<file path="config.mk">
export PLATFORM = sky130hd
export DESIGN_NAME = vram_arbiter_flat
export DESIGN_NICKNAME = d
export VERILOG_FILES = /design/src/rtl/vram_arbiter_if.sv /design/src/rtl/vram_arbiter.sv /design/src/flat_wrapper.sv
export SDC_FILE = /design/constraint.sdc
export NUM_CORES = 1
export LEC_CHECK = 0
export CAP_MARGIN = 20
export CORE_MARGIN = 3
export CORE_UTILIZATION = 45
export DETAILED_ROUTE_END_ITERATION = 7
export GPL_ROUTABILITY_DRIVEN = 0
export PLACE_DENSITY = 0.77
export SYNTH_ARGS = -nofsm -noshare
export SYNTH_HDL_FRONTEND = slang
export SYNTH_SLANG_ARGS = --single-unit
export TNS_END_PERCENT = 30
</file>
<file path="constraint.sdc">
create_clock -name clk -period 2.9 [get_ports clk]
set_clock_uncertainty 0.2 [all_clocks]
set_input_delay 0.29 -clock clk [delete_from_list [all_inputs] [get_ports clk]]
set_output_delay 0.29 -clock clk [all_outputs]
set_load 0.02 [all_outputs]
</file>
<file path="src/rtl/vram_arbiter_if.sv">
// vram_arbiter_if: display, CPU and SRAM signal bundle for the VRAM arbiter.
interface vram_arbiter_if #(
    parameter int ADDR_W = 16
);
    logic              disp_req;
    logic [ADDR_W-1:0] disp_addr;
    logic [7:0]        disp_rdata;
    logic              disp_valid;
    logic              cpu_req;
    logic              cpu_we;
    logic [ADDR_W-1:0] cpu_addr;
    logic [7:0]        cpu_wdata;
    logic              cpu_ack;
    logic [7:0]        cpu_rdata;
    logic              cpu_wait;
    logic              cpu_starved;
    logic [ADDR_W-1:0] mem_addr;
    logic              mem_we;
    logic [7:0]        mem_wdata;
    logic [7:0]        mem_rdata;

    modport master (
        output disp_req, disp_addr, cpu_req, cpu_we, cpu_addr, cpu_wdata, mem_rdata,
        input  disp_rdata, disp_valid, cpu_ack, cpu_rdata, cpu_wait, cpu_starved,
               mem_addr, mem_we, mem_wdata
    );

    modport slave (
        input  disp_req, disp_addr, cpu_req, cpu_we, cpu_addr, cpu_wdata, mem_rdata,
        output disp_rdata, disp_valid, cpu_ack, cpu_rdata, cpu_wait, cpu_starved,
               mem_addr, mem_we, mem_wdata
    );
endinterface

</file>
<file path="src/rtl/vram_arbiter.sv">
// vram_arbiter: single-port VRAM arbiter; display fetch has strict priority,
// CPU writes are posted through a one-entry buffer and CPU reads block.
module vram_arbiter #(
    parameter int ADDR_W       = 16,
    parameter int STARVE_LIMIT = 8
) (
    input logic           clk,
    input logic           reset,
    vram_arbiter_if.slave bus
);
    typedef enum logic [1:0] {R_IDLE, R_ISSUED, R_DATA} r_state_t;

    r_state_t          r_state, r_next;
    logic              buf_full;
    logic [ADDR_W-1:0] buf_addr;
    logic [7:0]        buf_data;
    logic              disp_issued, disp_data;
    logic [7:0]        starve_cnt;
    logic              cpu_live, wr_accept, wr_direct, drain, rd_grant, pending;

    always_comb begin
        cpu_live  = bus.cpu_req & ~bus.cpu_ack;
        wr_accept = cpu_live & bus.cpu_we & ~buf_full;
        wr_direct = wr_accept & ~bus.disp_req;
        drain     = buf_full & ~bus.disp_req;
        rd_grant  = cpu_live & ~bus.cpu_we & ~buf_full & ~bus.disp_req & (r_state == R_IDLE);
        pending   = cpu_live & (r_state == R_IDLE) & ~wr_accept & ~rd_grant;
        r_next    = r_state == R_ISSUED ? R_DATA :
                    r_state == R_DATA   ? R_IDLE :
                    rd_grant            ? R_ISSUED : R_IDLE;
    end

    assign bus.cpu_wait    = bus.cpu_req & ~bus.cpu_ack;
    assign bus.cpu_starved = starve_cnt >= 8'(STARVE_LIMIT);

    always_ff @(posedge clk or negedge reset)
        if (!reset) r_state <= R_IDLE;
        else        r_state <= r_next;

    // A write that finds the slot free bypasses the buffer so it hits mem_we in the ack cycle.
    always_ff @(posedge clk or negedge reset) begin
        if (!reset) begin
            buf_full       <= 1'b0;
            buf_addr       <= '0;
            buf_data       <= '0;
            disp_issued    <= 1'b0;
            disp_data      <= 1'b0;
            starve_cnt     <= '0;
            bus.disp_rdata <= '0;
            bus.disp_valid <= 1'b0;
            bus.cpu_ack    <= 1'b0;
            bus.cpu_rdata  <= '0;
            bus.mem_addr   <= '0;
            bus.mem_we     <= 1'b0;
            bus.mem_wdata  <= '0;
        end else begin
            disp_issued    <= bus.disp_req;
            disp_data      <= disp_issued;
            bus.disp_valid <= disp_data;
            if (disp_data) bus.disp_rdata <= bus.mem_rdata;
            bus.cpu_ack    <= wr_accept | (r_state == R_DATA);
            if (r_state == R_DATA) bus.cpu_rdata <= bus.mem_rdata;
            if (wr_accept & bus.disp_req) begin
                buf_full <= 1'b1;
                buf_addr <= bus.cpu_addr;
                buf_data <= bus.cpu_wdata;
            end else if (drain) begin
                buf_full <= 1'b0;
            end
            bus.mem_we    <= wr_direct | drain;
            bus.mem_addr  <= bus.disp_req          ? bus.disp_addr :
                             drain                 ? buf_addr      :
                             wr_direct | rd_grant  ? bus.cpu_addr  : bus.mem_addr;
            bus.mem_wdata <= drain     ? buf_data      :
                             wr_direct ? bus.cpu_wdata : bus.mem_wdata;
            starve_cnt    <= !pending             ? 8'd0       :
                             starve_cnt == 8'hFF  ? starve_cnt : starve_cnt + 8'd1;
        end
    end
endmodule

</file>
<file path="src/flat_wrapper.sv">
// flat-port wrapper written by rule: the top's interface ports become plain ports
module vram_arbiter_flat 
#(
    parameter int ADDR_W       = 16,
    parameter int STARVE_LIMIT = 8
)
  (clk, reset, bus_disp_req, bus_disp_addr, bus_cpu_req, bus_cpu_we, bus_cpu_addr, bus_cpu_wdata, bus_mem_rdata, bus_disp_rdata, bus_disp_valid, bus_cpu_ack, bus_cpu_rdata, bus_cpu_wait, bus_cpu_starved, bus_mem_addr, bus_mem_we, bus_mem_wdata);
  vram_arbiter_if #(.ADDR_W(ADDR_W)) bus_i ();
  input logic clk;
  input logic reset;
  input wire logic [$bits(bus_i.disp_req)-1:0] bus_disp_req;
  input wire logic [$bits(bus_i.disp_addr)-1:0] bus_disp_addr;
  input wire logic [$bits(bus_i.cpu_req)-1:0] bus_cpu_req;
  input wire logic [$bits(bus_i.cpu_we)-1:0] bus_cpu_we;
  input wire logic [$bits(bus_i.cpu_addr)-1:0] bus_cpu_addr;
  input wire logic [$bits(bus_i.cpu_wdata)-1:0] bus_cpu_wdata;
  input wire logic [$bits(bus_i.mem_rdata)-1:0] bus_mem_rdata;
  output wire logic [$bits(bus_i.disp_rdata)-1:0] bus_disp_rdata;
  output wire logic [$bits(bus_i.disp_valid)-1:0] bus_disp_valid;
  output wire logic [$bits(bus_i.cpu_ack)-1:0] bus_cpu_ack;
  output wire logic [$bits(bus_i.cpu_rdata)-1:0] bus_cpu_rdata;
  output wire logic [$bits(bus_i.cpu_wait)-1:0] bus_cpu_wait;
  output wire logic [$bits(bus_i.cpu_starved)-1:0] bus_cpu_starved;
  output wire logic [$bits(bus_i.mem_addr)-1:0] bus_mem_addr;
  output wire logic [$bits(bus_i.mem_we)-1:0] bus_mem_we;
  output wire logic [$bits(bus_i.mem_wdata)-1:0] bus_mem_wdata;
  assign bus_i.disp_req = bus_disp_req;
  assign bus_i.disp_addr = bus_disp_addr;
  assign bus_i.cpu_req = bus_cpu_req;
  assign bus_i.cpu_we = bus_cpu_we;
  assign bus_i.cpu_addr = bus_cpu_addr;
  assign bus_i.cpu_wdata = bus_cpu_wdata;
  assign bus_i.mem_rdata = bus_mem_rdata;
  assign bus_disp_rdata = bus_i.disp_rdata;
  assign bus_disp_valid = bus_i.disp_valid;
  assign bus_cpu_ack = bus_i.cpu_ack;
  assign bus_cpu_rdata = bus_i.cpu_rdata;
  assign bus_cpu_wait = bus_i.cpu_wait;
  assign bus_cpu_starved = bus_i.cpu_starved;
  assign bus_mem_addr = bus_i.mem_addr;
  assign bus_mem_we = bus_i.mem_we;
  assign bus_mem_wdata = bus_i.mem_wdata;
  vram_arbiter #(.ADDR_W(ADDR_W), .STARVE_LIMIT(STARVE_LIMIT)) u_core (.clk(clk), .reset(reset), .bus(bus_i));
endmodule
</file>
; ---- After elaboration in Yosys (flattened, before gate mapping)
; Cells that the tools add are included.
[word_totals]
inputBits = 53
wordCells = 58
register_bits = 80
[op_classes]
n_addsub = 1
mux = 12
bitwise = 22
n_reduce_logical = 4
eq_ne = 4
magnitude_cmp = 1
[ops]
columns = cell, count
row1 = two-way mux 16 bit, 3
row2 = two-way mux 8 bit, 4
row3 = bitwise AND 1 bit, 13
row4 = "adder 8 x 1 -> 8 bit, second input constant", 1
row5 = "== test 8 bit, second input constant", 1
row6 = "greater-or-equal comparator 8 x 4 -> 1 bit, second input constant", 1
row7 = NOT 1 bit, 6
row8 = two-way mux 2 bit, 2
row9 = nonzero test 2 bit, 2
row10 = two-way mux 1 bit, 3
row11 = bitwise OR 1 bit, 3
row12 = nonzero test 3 bit, 1
row13 = "== test 2 x 1 -> 1 bit, second input constant", 1
row14 = "== test 2 bit, second input constant", 1
row15 = logical NOT 2 bit, 1
row16 = "!= test 2 bit, second input constant", 1

; ---- Longest topological paths before layout
[depth]
ltp_word = 10
ltp_mapped = 6
mapped_depth_nobuf = 4

; ---- Worst setup path before layout
; Ideal clock, no wire load.
[synth_timing]
path_kind = register to register
start = register u_core.bus.cpu_ack
end = register u_core.bus.mem_addr[8] (netlist bit)
setup_time_ps = 140
synth_period_minus_slack_ps = 1687
t_arrival_ps = 1347
stages_incl_launch_ff = 7
slack_ps = 1213
required_ps = 2560
cell_sequence = dfrtp_1 -> nand2b_2 -> inv_2 -> buf_6 -> buf_6 -> a2111oi_0 -> a211oi_1
[synth_via]
elab_chain_len = 8
[synth_rtl]
columns = element, line_no
row1 = "start, declared", vram_arbiter_if.sv:30  ; output disp_rdata, disp_valid, cpu_ack, cpu_rdata, cpu_wait, cpu_starved,
row2 = "start signal, assigned", vram_arbiter.sv:61  ; bus.cpu_ack <= wr_accept | (r_state == R_DATA);
row3 = NOT 1 bit (*), --
row4 = bitwise AND 1 bit (*), --
row5 = net bus_cpu_wait, flat_wrapper.sv:22  ; output wire logic [$bits(bus_i.cpu_wait)-1:0] bus_cpu_wait;
row6 = bitwise AND 1 bit (4 in series), vram_arbiter.sv:26  ; rd_grant = cpu_live & ~bus.cpu_we & ~buf_full & ~bus.disp_req & (r_state == R_IDLE);
row7 = bitwise OR 1 bit (*), vram_arbiter.sv:73  ; wr_direct | rd_grant ? bus.cpu_addr : bus.mem_addr;
row8 = nonzero test 3 bit (no source line) (*), --
row9 = "end signal, assigned", vram_arbiter.sv:71  ; bus.mem_addr <= bus.disp_req ? bus.disp_addr :
row10 = "end, declared", vram_arbiter_if.sv:31  ; mem_addr, mem_we, mem_wdata
; The timed path passes the listed nets; every way through them passes the cells marked *.
; A chain may end at the register's enable or synchronous reset.

; ---- Worst setup path after layout
[layout_timing]
start = register u_core.bus.cpu_ack
end = output bus_cpu_wait
[layout_via]
elab_chain_len = 2
[layout_rtl]
columns = element, line_no
row1 = NOT 1 bit, vram_arbiter.sv:33  ; assign bus.cpu_wait = bus.cpu_req & ~bus.cpu_ack;
row2 = bitwise AND 1 bit, vram_arbiter.sv:33
row3 = "end, declared", flat_wrapper.sv:22
; Every way passes these cells.

==> reports/metrics.cfg <==
[outcome]
run_status=finished clean

[global_route]
met3_usage_pct=4.529
grt_antenna_before_repair=0
grt-busiest-layer=met2
grt_pass1_vias=2795
use_met2_pct=30.01
grt_pass1_wl_um=14220
grt_max_degree=81
grt_use_total_pct=18.36
use_met1_pct=24.04
gr-total-overflow=0

[cts]
cts_resized=0
cts_setup_buffers=0
cts-root-buf=clkbuf_8
clk_path_buf_depth=2
h-tree-depth=3
cts.clk_slew.worst_paths_ps=80
clkLatencyLatePin_ps=350
hold_buffers=1
cts.sinks=80
cts_buffers=9
cts_tree=yes

[hold_path]
hold_depth=1
holdPathEnd=u_core.disp_issued$_DFF_PN0_
hold_path.class=in -> reg
worstHoldStart=bus_disp_req

[placement]
place_ws_ps=510.3
place_hpwl_um=5867
io_buffers=97

[cells_and_area]
fill_cells=669
final_cell_mix=clkdlybuf4s50_1 (95), dfrtp_1 (80), mux2_2 (34), a211oi_1 (34), mux2_4 (19)
n_antenna_cell=0
layout-drive-gt1-share_pct=20.82
multi_input_area_um2=1662
seqCellArea_um2=2002
layout_commonest_cell=clkdlybuf4s50_1
nets=440
area_delta_synth_final_pct=31.48

[power_and_ir_drop]
sw_frac_of_total_pct=27.04
p_leak_nw=2.076
pwr-share-clk_pct=29.4
p_per_area_nw_per_um2=646.2
power.internal_mw=2.383
ir_worst_vdd_mv=0.2597
pwr-share-seq_pct=44.2
fin_total_pwr_mw=3.265
combPwrFrac_pct=26.4
power.switching_mw=0.8829

[worst_setup_path]
path_class=reg -> out
r2r-end=u_core.buf_addr[12]$_DFFE_PN0P_
r2r-start=u_core.bus.cpu_ack$_DFF_PN0_
cp-end-kind=output pin
r2r_slack_ps=860
cp_data_required_time_ps=2410
worstPathMaxFanout=18
arrival_ps=1980
r2r.worst_path.cells=4
start_kind=flop

[detailed_routing]
vias_per_cell=5.464
dr.pass1.iters=4
drtIter0Drc=86
wire_per_inst_um=17.22
post-route-drc-count=0
wirelength_um=8506
drtAntennaViolNets=0
dr_total_vias=2699

[synthesis]
yosysTopAreaCellShare_pct=52.08
synth_ff_type=dfrtp_1
syn-cell-area_um2=3844
synthArstFlopShare_pct=100.0
synth_fp_nets=350
netlist_instances=295
synth_seq_area_share_pct=52.08
synth_cell_type_count=42
ys.warnings.count=0
synth_edf_count=0
synthTopCellsByArea=dfrtp_1 (52%), mux2_2 (10%), mux2_4 (7.4%)
yosys.area.top_type=dfrtp_1
ys_seq_elements=80
syn_avg_cell_area_um2=13.03

[timing]
slew_viol_final=0
hold_ws_ps=67.99
finalSetupViolCount=0
worst_slew_pin_slew_ps=1006
setup_tns_ps=0
final.setup.worst_slack_ps=431.4
finalHoldViolCount=0
period_share_pct=85.12
fmax_mhz=405.1
maxSlewHeadroom_pct=32.95
rsz0062_at_grt=false
finalCriticalPeriod_ps=2469

[die]
die_x_um=98.42
num_rows=33
dieArea_um2=9687
boundaryPins=98
initial_core_util_pct=46.55
core_area_um2=8258
die_h_um=98.42

[flow_run]
cap_violations=0

power by group through the flow:
stage	logic, mW	clock network [mW]	registers, mW
2_1_floorplan	0.346	0	1.58
3_3_place_gp	0.847	0	1.45
3_5_place_dp	0.873	0	1.46
4_1_cts	0.875	0.978	1.45
5_1_grt	0.921	1.02	1.47
6_report	0.862	0.958	1.44
worst max-delay path by stage:
stage	start	to	slack (ps)	cells after the start
detailed placement	bus_cpu_req	bus_cpu_wait	510	5
global placement	bus_cpu_req	bus_cpu_wait	520	5
global route	u_core.bus.cpu_ack$_DFF_PN0_	bus_cpu_wait	350	4
CTS	u_core.bus.cpu_ack$_DFF_PN0_	bus_cpu_wait	420	4
floorplan	u_core.bus.cpu_ack$_DFF_PN0_	u_core.bus.mem_addr[8]$_DFFE_PN0P_	1210	6
finish	u_core.bus.cpu_ack$_DFF_PN0_	bus_cpu_wait	430	4
per-layer routing:
| metal | wire length (µm) | vias up | part of all wire [%] |
|---|---|---|---|
| li1 | - | 1278 | - |
| met1 | 3719 | 1340 | 44 |
| met2 | 4246 | 70 | 50 |
| met3 | 388 | 11 | 4.6 |
| met4 | 152 | 0 | 1.8 |
| met5 | 0 | - | 0 |
kinds of logic after synthesis:
group	count (synthesis)	share of synthesized area, %
compound gates	65	13.77
flops	80	52.08
simple gates	65	10.55
buf+inv	27	4.687
fa+ha+maj	2	0.6509
mux	56	18.26
synth_stat cells (2+ instances only):
cell and n:
a2111oi_0 16, a211oi_1 34, a21oi_1 4, a31oi_1 2
and2_1 16, and3_1 3, and4_1 2, buf_2 4
buf_6 9, clkbuf_1 7, dfrtp_1 80, ha_1 2
inv_1 3, mux2_1 3, mux2_2 34, mux2_4 19
nand2_1 5, nand3_1 2, nor2_1 5, nor2b_1 17
nor3_1 7
state kept, by name, summed over array words and instances (netlist names), 2 cells and up:
| name | cells |
|---|---|
| u_core.buf_addr | 16 |
| u_core.bus.mem_addr | 16 |
| u_core.buf_data | 8 |
| u_core.bus.cpu_rdata | 8 |
| u_core.bus.disp_rdata | 8 |
| u_core.bus.mem_wdata | 8 |
| u_core.starve_cnt | 8 |
| u_core.r_state | 2 |
cell type report:
type / count / share of cell area (%)
clock buffer: 13 / 3.540
clock inverter: 2 / 1.188
inverter: 5 / 0.4704
multi-input combinational: 188 / 32.88
sequential: 80 / 39.61
tap: 105 / 2.600
timing repair buffer: 101 / 19.71
stage by stage:
step | util [%] | instances | cell area [µm²]
after global routing | 61.20 | 494 | 5054
after floorplan | - | 295 | 3844
after detailed placement | 58.18 | 478 | 4805
after CTS | 61.20 | 494 | 5054
after global placement | 58.18 | 478 | 4805
final | 61.20 | 494 | 5054
worst max-delay path: stages (launching register included):
cell and delay [ps]:
dfrtp_1 410, nand2b_2 210, inv_2 120, buf_4 230, clkdlybuf4s50_1 660
(Power assumes the default switching activity.)
